**src/rtl/spirose_pkg.sv**
```systemverilog
// spirose_pkg
//   Definitions shared by the SBC-facing blocks of the voxel display:
//   slice geometry, RGB565 field offsets (also used by the framebuffer's
//   colour base) and the slice writer state encoding.
package spirose_pkg;

  localparam int ROW_SIZE    = 40;
  localparam int COLUMN_SIZE = 48;
  localparam int IMAGE_SIZE  = ROW_SIZE * COLUMN_SIZE;

  localparam int RGB_BLUE_LSB  = 0;
  localparam int RGB_GREEN_LSB = 5;
  localparam int RGB_RED_LSB   = 11;

  typedef enum logic [1:0] {
    WAIT_VSYNC,
    ACTIVE,
    FRAME_DONE
  } slice_state_t;

endpackage

```
**src/rtl/rise_detect.sv**
```systemverilog
// rise_detect
//   Registers a level signal and flags its rising edge (previous registered
//   value 0, current registered value 1).
// Ports:
//   clk_33 - clock
//   nrst   - asynchronous active-low reset
//   sig    - level input, already synchronous to clk_33
//   rise   - high for one cycle per rising edge of the registered copy
module rise_detect (
  input  logic clk_33,
  input  logic nrst,
  input  logic sig,
  output logic rise
);

  logic cur;
  logic prev;

  // Two-stage history of the input; the edge is derived from registered
  // values only so every consumer sees the same, glitch-free pulse.
  always_ff @(posedge clk_33 or negedge nrst) begin
    if (!nrst) begin
      cur  <= 1'b0;
      prev <= 1'b0;
    end else begin
      cur  <= sig;
      prev <= cur;
    end
  end

  assign rise = cur & ~prev;

endmodule

```
**src/rtl/rgb_slice_writer.sv**
```systemverilog
// rgb_slice_writer
//   Takes the SBC's parallel RGB565 pixel stream and writes whole 40x48
//   slices into the slice RAM ring. Each vsync-delimited frame carries
//   SLICES_PER_FRAME slices; a frame cut short by an early vsync reports
//   frame_error and abandons its partial slice.
// Ports:
//   clk_33, nrst        - clock, asynchronous active-low reset
//   rgb_data/de/vsync   - SBC pixel bus (vsync active high)
//   ram_addr/wdata/we   - RAM write port, one word per cycle, 1-cycle latency
//   stream_ready        - sticky, READY_THRESHOLD slices have been completed
//   slice_done          - pulse coincident with the write of a slice's last pixel
//   write_slice         - ring index of the slice being filled
//   frame_error         - pulse on a malformed (short) frame
module rgb_slice_writer
  import spirose_pkg::*;
#(
  parameter int                        RAM_ADDR_WIDTH   = 32,
  parameter int                        RAM_DATA_WIDTH   = 16,
  parameter logic [RAM_ADDR_WIDTH-1:0] RAM_BASE         = '0,
  parameter int                        SLICES_IN_RAM    = 18,
  parameter int                        IMAGE_SIZE       = spirose_pkg::IMAGE_SIZE,
  parameter int                        SLICES_PER_FRAME = 6,
  parameter int                        READY_THRESHOLD  = 6
) (
  input  logic                             clk_33,
  input  logic                             nrst,
  input  logic [15:0]                      rgb_data,
  input  logic                             rgb_de,
  input  logic                             rgb_vsync,
  output logic [RAM_ADDR_WIDTH-1:0]        ram_addr,
  output logic [RAM_DATA_WIDTH-1:0]        ram_wdata,
  output logic                             ram_we,
  output logic                             stream_ready,
  output logic                             slice_done,
  output logic [$clog2(SLICES_IN_RAM)-1:0] write_slice,
  output logic                             frame_error
);

  localparam int PIX_W   = $clog2(IMAGE_SIZE);
  localparam int SLICE_W = $clog2(SLICES_IN_RAM);
  localparam int SIF_W   = $clog2(SLICES_PER_FRAME + 1);
  localparam int DONE_W  = $clog2(READY_THRESHOLD + 1);

  localparam logic [PIX_W-1:0]          LAST_PIX     = PIX_W'(IMAGE_SIZE - 1);
  localparam logic [SLICE_W-1:0]        LAST_SLICE   = SLICE_W'(SLICES_IN_RAM - 1);
  localparam logic [SIF_W-1:0]          FRAME_SLICES = SIF_W'(SLICES_PER_FRAME);
  localparam logic [DONE_W-1:0]         DONE_MAX     = DONE_W'(READY_THRESHOLD);
  localparam logic [RAM_ADDR_WIDTH-1:0] SLICE_STEP   = RAM_ADDR_WIDTH'(IMAGE_SIZE);

  slice_state_t                state;
  logic [PIX_W-1:0]            pix_cnt;
  logic [SIF_W-1:0]            slice_in_frame;
  logic [DONE_W-1:0]           done_cnt;
  logic [RAM_ADDR_WIDTH-1:0]   slice_base;
  logic                        vsync_rise;

  logic                        pix_fire;
  logic                        slice_last;
  logic [PIX_W-1:0]            pix_next;
  logic [SIF_W-1:0]            sif_next;
  logic                        frame_full;

  rise_detect u_vsync_rise (
    .clk_33 (clk_33),
    .nrst   (nrst),
    .sig    (rgb_vsync),
    .rise   (vsync_rise)
  );

  // Counter values after this cycle's pixel (if any). The vsync handling
  // looks at these so a final pixel arriving together with vsync completes
  // its slice before the new frame is judged.
  always_comb begin
    pix_fire   = (state == ACTIVE) && rgb_de;
    slice_last = pix_fire && (pix_cnt == LAST_PIX);
    pix_next   = pix_cnt;
    if (slice_last) begin
      pix_next = '0;
    end else if (pix_fire) begin
      pix_next = pix_cnt + PIX_W'(1);
    end
    sif_next   = slice_in_frame + SIF_W'(slice_last);
    frame_full = (sif_next == FRAME_SLICES);
  end

  // Frame FSM, counters, slice base accumulator and registered RAM port.
  // A frame can only become full on a slice's last pixel, which leaves
  // pix_next at zero, so "not full" is exactly the short-frame condition.
  always_ff @(posedge clk_33 or negedge nrst) begin
    if (!nrst) begin
      state          <= WAIT_VSYNC;
      pix_cnt        <= '0;
      slice_in_frame <= '0;
      done_cnt       <= '0;
      slice_base     <= RAM_BASE;
      ram_addr       <= RAM_BASE;
      ram_wdata      <= '0;
      ram_we         <= 1'b0;
      stream_ready   <= 1'b0;
      slice_done     <= 1'b0;
      write_slice    <= '0;
      frame_error    <= 1'b0;
    end else begin
      ram_we      <= 1'b0;
      slice_done  <= 1'b0;
      frame_error <= 1'b0;

      if (done_cnt == DONE_MAX) begin
        stream_ready <= 1'b1;
      end

      case (state)
        ACTIVE: begin
          if (pix_fire) begin
            ram_we    <= 1'b1;
            ram_wdata <= RAM_DATA_WIDTH'(rgb_data);
            ram_addr  <= slice_base + RAM_ADDR_WIDTH'(pix_cnt);
          end
          if (slice_last) begin
            slice_done <= 1'b1;
            if (write_slice == LAST_SLICE) begin
              write_slice <= '0;
              slice_base  <= RAM_BASE;
            end else begin
              write_slice <= write_slice + SLICE_W'(1);
              slice_base  <= slice_base + SLICE_STEP;
            end
            if (done_cnt != DONE_MAX) begin
              done_cnt <= done_cnt + DONE_W'(1);
            end
          end
          if (vsync_rise) begin
            pix_cnt        <= '0;
            slice_in_frame <= '0;
            frame_error    <= !frame_full;
          end else begin
            pix_cnt        <= pix_next;
            slice_in_frame <= sif_next;
            if (frame_full) begin
              state <= FRAME_DONE;
            end
          end
        end
        default: begin
          if (vsync_rise) begin
            state          <= ACTIVE;
            pix_cnt        <= '0;
            slice_in_frame <= '0;
          end
        end
      endcase
    end
  end

endmodule

```
**config.mk**
```make
export PLATFORM = sky130hd
export DESIGN_NAME = rgb_slice_writer
export DESIGN_NICKNAME = d
export VERILOG_FILES = /design/src/rtl/spirose_pkg.sv /design/src/rtl/rise_detect.sv /design/src/rtl/rgb_slice_writer.sv
export SDC_FILE = /design/constraint.sdc
export NUM_CORES = 1
export LEC_CHECK = 0
export ABC_AREA = 0
export ABC_CLOCK_PERIOD_IN_PS = 6400
export CORE_UTILIZATION = 50
export DETAILED_ROUTE_END_ITERATION = 8
export DONT_BUFFER_PORTS = 1
export HOLD_SLACK_MARGIN = 0.1
export PLACE_DENSITY = 0.67
export SLEW_MARGIN = 0
export SYNTH_ARGS = -nofsm -noshare
export SYNTH_HDL_FRONTEND = slang
export SYNTH_SLANG_ARGS = --single-unit
```
**constraint.sdc**
```tcl
create_clock -name clk_33 -period 6.4 [get_ports clk_33]
set_input_delay 1.28 -clock clk_33 [delete_from_list [all_inputs] [get_ports clk_33]]
set_output_delay 1.28 -clock clk_33 [all_outputs]
set_load 0.01 [all_outputs]
```
==> out/metrics.csv, run 1 <==
metric,value,unit
fmax,288.6,MHz
vias,3672,
routed wl met2,4.397,mm
io pins,77,
CTS buffer count,9,
DR WL met3,642,µm
capturing point of the worst reg2reg path,state[1],
initial antenna violation count,0,
gpl congestion,0.8587,
routed length on met1,4.630,mm
Layout Nets,557,
"EDFF count, synth",0,
total iterations of the first detailed-routing run,5,
number of synthesized register bits,103,
crit path capture type,register,
run status,"complete, no violations",
top-area cell type share of the netlist area,51.80,%
# Max-Cap Violations,0,
Slew HR,37.40,%
Setup Buffers After CTS,0,
Netlist cell types,43,
main flop type after synthesis,dfrtp_1,
Synth Cell Area,0.004976,mm²
crit path launch type,input port,
RSZ-0062 raised after global routing,no,
total gr overflow,0,
worst reg2reg setup slack,3140,ps
total routing usage reported by global routing,20.53,%
Synth top cells by count,"nand2_1 (131), dfrtp_1 (103), o21ai_0 (54), xor2_1 (31), nor2_1 (26)",
Die X-Extent,101.8,µm
endpoints failing hold,0,
critical path type,input port to register,
total clock sinks,103,
skew final,15.00,ps
Max clock buf depth,2,
R2R depth,11,
post-synthesis async set-or-reset flop share,100.0,%
layout cell share with drive strength beyond 1,5.293,%
routed length per placed instance,14.84,µm
most numerous cell in the Yosys netlist,nand2_1,
# setup viols final,0,
"Reg clk slew, reported paths",90,ps
Leakage Power,0.002349,µW
Critical path origin,rgb_de,
CP endpoint,state[1],
worst path required time,6640,ps
Mapped Cells,540,
sequential-to-total area share from yosys stat,51.80,%
hpwl dp,6.489,mm
CTS tree,yes,
H-tree levels,3,
Synthesized Nets,573,
reg2reg start,pix_cnt[0],
die boundary height,101.8,µm
"top cells by area, synth","dfrtp_1 (52%), nand2_1 (9.9%), xor2_1 (5.5%)",
final wirelength,9.821,mm
Mean Syn Cell Area,9.215,µm²
initial core utilization,51.14,%
Residual DRC,0,
CORE AREA,0.009729,mm²
post-CTS sizing,0,
DRT iter0 DRCs,294,
hold buffers post-CTS,0,
CP arrival,3700,ps
fin crit share,54.14,%
Power Dens Cells,269.9,mW/mm²
CTS root buf,clkbuf_8,
Least-Margin Pin Slew,936.9,ps
Vias/cell,5.547,
hold slack,378.0,ps
Area growth syn-to-layout,4.375,%
Fillers,903,
clk_lat worst skew,380,ps
Post-DRT Antenna Nets,0,
multi-input combinational cell area,0.002160,mm²
max-slew violations,0,
worst hold path type,register to register,
Port Buffers,0,
Total Neg Setup Slack,0,ps
Final min period,3465,ps
"Max FO, Critical Path",30,
largest net degree at the start of global routing,104,
Yosys top cell by area,dfrtp_1,
antenna cells,0,
Reg area,0.002577,mm²
YS warnings,0,
full die area,0.01036,mm²
vias in the first global route,3442,
first-pass GRT wire length,16.55,mm
maximum vdd drop,0.1800,mV
row count,36,
DR top layer,met4,
## kinds of logic after synthesis
| logic type | count (synthesis) | synth area share [%] |
|---|---|---|
| compound gates | 85 | 9.354 |
| xor+xnor | 43 | 7.568 |
| buf+inv | 47 | 4.853 |
| simple gates | 249 | 23.16 |
| fa+ha+maj | 13 | 3.269 |
| flops | 103 | 51.80 |
## state kept, by name (all words and copies together), names as in the netlist, 2 cells and up
signal          flops
slice_in_frame      3
ram_addr           32
write_slice         5
done_cnt            3
state               2
slice_base         25
ram_wdata          16
pix_cnt            11
## metrics by stage
| step | area, µm² | power (µW) | setup slack, ps | util, % | cells |
|---|---|---|---|---|---|
| 5_1_grt | 5194 | 1490 | 2709 | 53.38 | 662 |
| 2_1_floorplan | 4976 | 959.8 | 3045 | - | 540 |
| 6_report | 5194 | 1402 | 2935 | 53.38 | 662 |
| 3_5_place_dp | 4999 | 1012 | 2578 | 51.38 | 646 |
| 4_1_cts | 5194 | 1420 | 2961 | 53.38 | 662 |
| 3_3_place_gp | 4999 | 999.7 | 2710 | 51.38 | 646 |
## how the worst min path moves through the flow
stage	start	end	slack [ps]	cells after the start
global route	u_vsync_rise.cur	u_vsync_rise.prev	400	0
floorplan	u_vsync_rise.cur	u_vsync_rise.prev	350	0
detailed placement	u_vsync_rise.cur	u_vsync_rise.prev	360	0
CTS	u_vsync_rise.cur	u_vsync_rise.prev	380	0
finish	u_vsync_rise.cur	u_vsync_rise.prev	380	0
global placement	u_vsync_rise.cur	u_vsync_rise.prev	350	0
## per-layer routing
layer | track usage (%) | up-vias
met1 | 28.06 | 1757
met4 | 7.692 | 0
met5 | 0 | -
met2 | 31.34 | 118
li1 | - | 1785
met3 | 5.383 | 12
## worst max-delay path: stages
cell	delay, ps
nand4b_1	100
or4_1	830
clkinv_4	320
ha_1	200
ha_1	190
xnor2_1	90
nor3b_1	280
o21ai_0	200
nand2_1	110
o21ai_0	80
## final cells by class
type                            count  area share, %
Tap cell                          133          3.204
Sequential cell                   103          49.63
Clock inverter                      6          1.108
Timing Repair Buffer                4         0.5782
Clock buffer                       10          2.650
Multi-Input combinational cell    390          41.58
Inverter                           16          1.253
## layout by cell type (no fill, tap or decap), types with 5 or more instances in the layout
| master | count |
|---|---|
| nand2_1 | 130 |
| dfrtp_1 | 103 |
| o21ai_0 | 53 |
| xor2_1 | 31 |
| nor2_1 | 26 |
| nand3_1 | 23 |
| nand4_1 | 15 |
| inv_1 | 14 |
| nor3_1 | 14 |
| ha_1 | 13 |
| xnor2_1 | 12 |
| a21oi_1 | 11 |
| clkbuf_8 | 10 |
| a31oi_1 | 7 |
| nor2b_1 | 6 |
| nand2b_1 | 5 |
## power by group
part | total [µW] | internal (µW) | switching [µW]
logic | 184 | 55.1 | 129
registers | 811 | 727 | 84.5
clock network | 407 | 163 | 244
No activity file was read; power rests on OpenSTA's default activity.
==> run 2: changes to the inputs <==
--- a/config.mk
+++ b/config.mk
@@ -6,7 +6,7 @@
 export NUM_CORES = 1
 export LEC_CHECK = 0
 export ABC_AREA = 0
-export ABC_CLOCK_PERIOD_IN_PS = 6400
+export ABC_CLOCK_PERIOD_IN_PS = 3400
 export CORE_UTILIZATION = 50
 export DETAILED_ROUTE_END_ITERATION = 8
 export DONT_BUFFER_PORTS = 1
==> constraint.sdc (replaced) <==
create_clock -name clk_33 -period 3.4 [get_ports clk_33]
set_input_delay 0.68 -clock clk_33 [delete_from_list [all_inputs] [get_ports clk_33]]
set_output_delay 0.68 -clock clk_33 [all_outputs]
set_load 0.01 [all_outputs]
==> run 2 against run 1 <==
  * Sequential share of layout area down 0.17 points
  * Hold slack worse by 140 ps
  * Sequential power up 87%
  * Setup slack worse by 2400 ps
  * Combinational power up 100%
  * Die area unchanged
  * Cell area up 0.34%
==> out/metrics.csv, run 2 (same netlist as run 1, synthesis figures left out) <==
metric,value,unit,change
worst path required time,3650,ps,was 6640 ps
largest net degree at the start of global routing,104,,unchanged
worst path cell trace,ha_1 -> nand4_1 -> or4_1 -> clkinv_4 -> ha_1 -> ha_1 -> xnor2_1 -> nor3b_1 -> o21ai_0 -> nand2_1 -> o21ai_0,,was nand4b_1 -> or4_1 -> clkinv_4 -> ha_1 -> ha_1 -> xnor2_1 -> nor3b_1 -> o21ai_0 -> nand2_1 -> o21ai_0
Top Registers,"ram_addr (32), slice_base (25), ram_wdata (16)",,unchanged
"Reg clk slew, reported paths",90,ps,about the same
Area growth syn-to-layout,4.727,%,was 4.375%
Total Neg Setup Slack,0,ps,unchanged
Power Dens Cells,498.1,mW/mm²,was 269.9 mW/mm²
# Max-Cap Violations,0,,unchanged
die boundary height,101.8,µm,unchanged
initial core utilization,51.14,%,unchanged
full die area,0.01036,mm²,unchanged
Setup Buffers After CTS,0,,unchanged
routed length per placed instance,14.84,µm,about the same
Finished Layout Cells,665,,was 662
Residual DRC,0,,unchanged
total gr overflow,0,,unchanged
Final min period,2843,ps,
number of instances in the placed design,648,,was 646
CTS buffer count,9,,unchanged
Least-Margin Pin Slew,725.5,ps,was 936.9 ps
Critical Path Max Stage Delay,610,ps,was 830 ps
PnR worst setup slack,557.5,ps,was 2935 ps
R2R depth,11,,unchanged
total routing usage reported by global routing,20.26,%,was 20.53%
post-CTS sizing,0,,unchanged
CP arrival,3090,ps,was 3700 ps
cell area after layout,0.005211,mm²,was 0.005194 mm²
CTS tree,yes,,unchanged
DP Worst Slack,536.2,ps,was 2578 ps
Die X-Extent,101.8,µm,unchanged
vias,3650,,was 3672
hpwl dp,6.583,mm,was 6.489 mm
RSZ-0062 raised after global routing,no,,unchanged
worst reg2reg setup slack,560,ps,was 3140 ps
final wirelength,9.868,mm,was 9.821 mm
gpl congestion,0.8274,,was 0.8587
Port Buffers,0,,unchanged
worst hold path type,input port to async pin,,was register to register
CTS root buf,clkbuf_8,,unchanged
crit path capture type,register,,unchanged
total clock sinks,103,,unchanged
CORE AREA,0.009729,mm²,unchanged
layout cell share with drive strength beyond 1,4.887,%,was 5.293%
skew final,10.81,ps,was 15.00 ps
endpoints failing hold,0,,unchanged
"Max FO, Critical Path",30,,unchanged
crit path launch type,register,,was input port
reg2reg start,pix_cnt[0],,unchanged
fmax,351.8,MHz,
initial antenna violation count,0,,unchanged
most frequent cells in the layout,"nand2_1 (130), dfrtp_1 (103), o21ai_0 (53)",,unchanged
row count,36,,unchanged
H-tree levels,3,,unchanged
overall power,2596,µW,was 1402 µW
Post-DRT Antenna Nets,0,,unchanged
Leakage Power,0.002355,µW,was 0.002349 µW
clk_lat worst skew,370,ps,was 380 ps
run status,"complete, no violations",,unchanged
Critical path origin,pix_cnt[0],,was rgb_de
Layout Nets,560,,was 557
Vias/cell,5.489,,was 5.547
Post-DP Area,0.005014,mm²,was 0.004999 mm²
"most common cell after layout, fill and taps aside",nand2_1,,unchanged
antenna cells,0,,unchanged
CP dominant cell by count,ha_1,,
Biggest register,ram_addr,,unchanged
Max clock buf depth,2,,unchanged
fin crit share,83.60,%,
maximum vdd drop,0.2150,mV,was 0.1800 mV
io pins,77,,unchanged
critical path type,register to register,,was input port to register
total iterations of the first detailed-routing run,4,,was 5
max-slew violations,0,,unchanged
max FFs per register,32,,unchanged
DRT iter0 DRCs,141,,was 294
# setup viols final,0,,unchanged
CP max stage cell,or4_1,,unchanged
Slew HR,51.63,%,was 37.40%
first-pass GRT wire length,16.36,mm,was 16.55 mm
vias in the first global route,3443,,was 3442
## run 2: changes by cell type in the layout (fill, tap and decap cells not counted)
cell      previous run  this run
inv_8                2         0
clkinv_4             2         1
clkbuf_1             0         5
clkbuf_8            10        11
buf_16               0         1
inv_6                3         0
buf_4                4         6
## run 2: power by group
part	internal [µW]	total, µW	switching [µW]
Clock	309	703	394
Sequential	1370	1520	155
Combinational	107	370	263
## run 2: cell type report
cell class / count / area (µm²)
Clock buffer: 16 / 170.2
Inverter: 16 / 65.06
Sequential cell: 103 / 2577
Fill cell: 932 / 4518
Multi-Input combinational cell: 390 / 2160
Timing Repair Buffer: 7 / 72.57
Tap cell: 133 / 166.4
## run 2: critical path: cells and delay by family, from the launching register on
family / cells / cell delay (ps)
fa+ha+maj: 3 / 650
buf+inv: 1 / 230
compound gates: 2 / 260
xor+xnor: 1 / 90
simple gates: 4 / 1080
flops: 1 / 420
## run 2: per-stage QoR
step                hold slack [ps]  util, %
finish                        238.8    53.56
global route                  277.9    53.56
CTS                           261.1    53.56
detailed placement            358.1    51.53
global placement              355.9    51.53
floorplan                     346.5        -
## run 2: timing repair
action,4_1_cts,5_1_grt
hold buffers,1,0
endpoints found under the hold margin,103,0
endpoints found under the setup margin,0,0
## run 2: worst paths after layout
| kind | endpoint |
|---|---|
| worst max-delay path | state[1] |
| worst min-delay path | ram_wdata[15] |
| worst max register to register | state[1] |
| worst min register to register | u_vsync_rise.prev |
| max in group asynchronous | ram_addr[27] |
| min in group clk_33 | u_vsync_rise.cur |
## run 2: metal layers
metal / vias to the layer above / wire (µm) / GRT usage (%)
li1: 1784 / - / -
met1: 1759 / 4702 / 27.02
met2: 96 / 4415 / 31.76
met3: 11 / 630 / 4.831
met4: 0 / 119 / 8.250
met5: - / 0 / 0
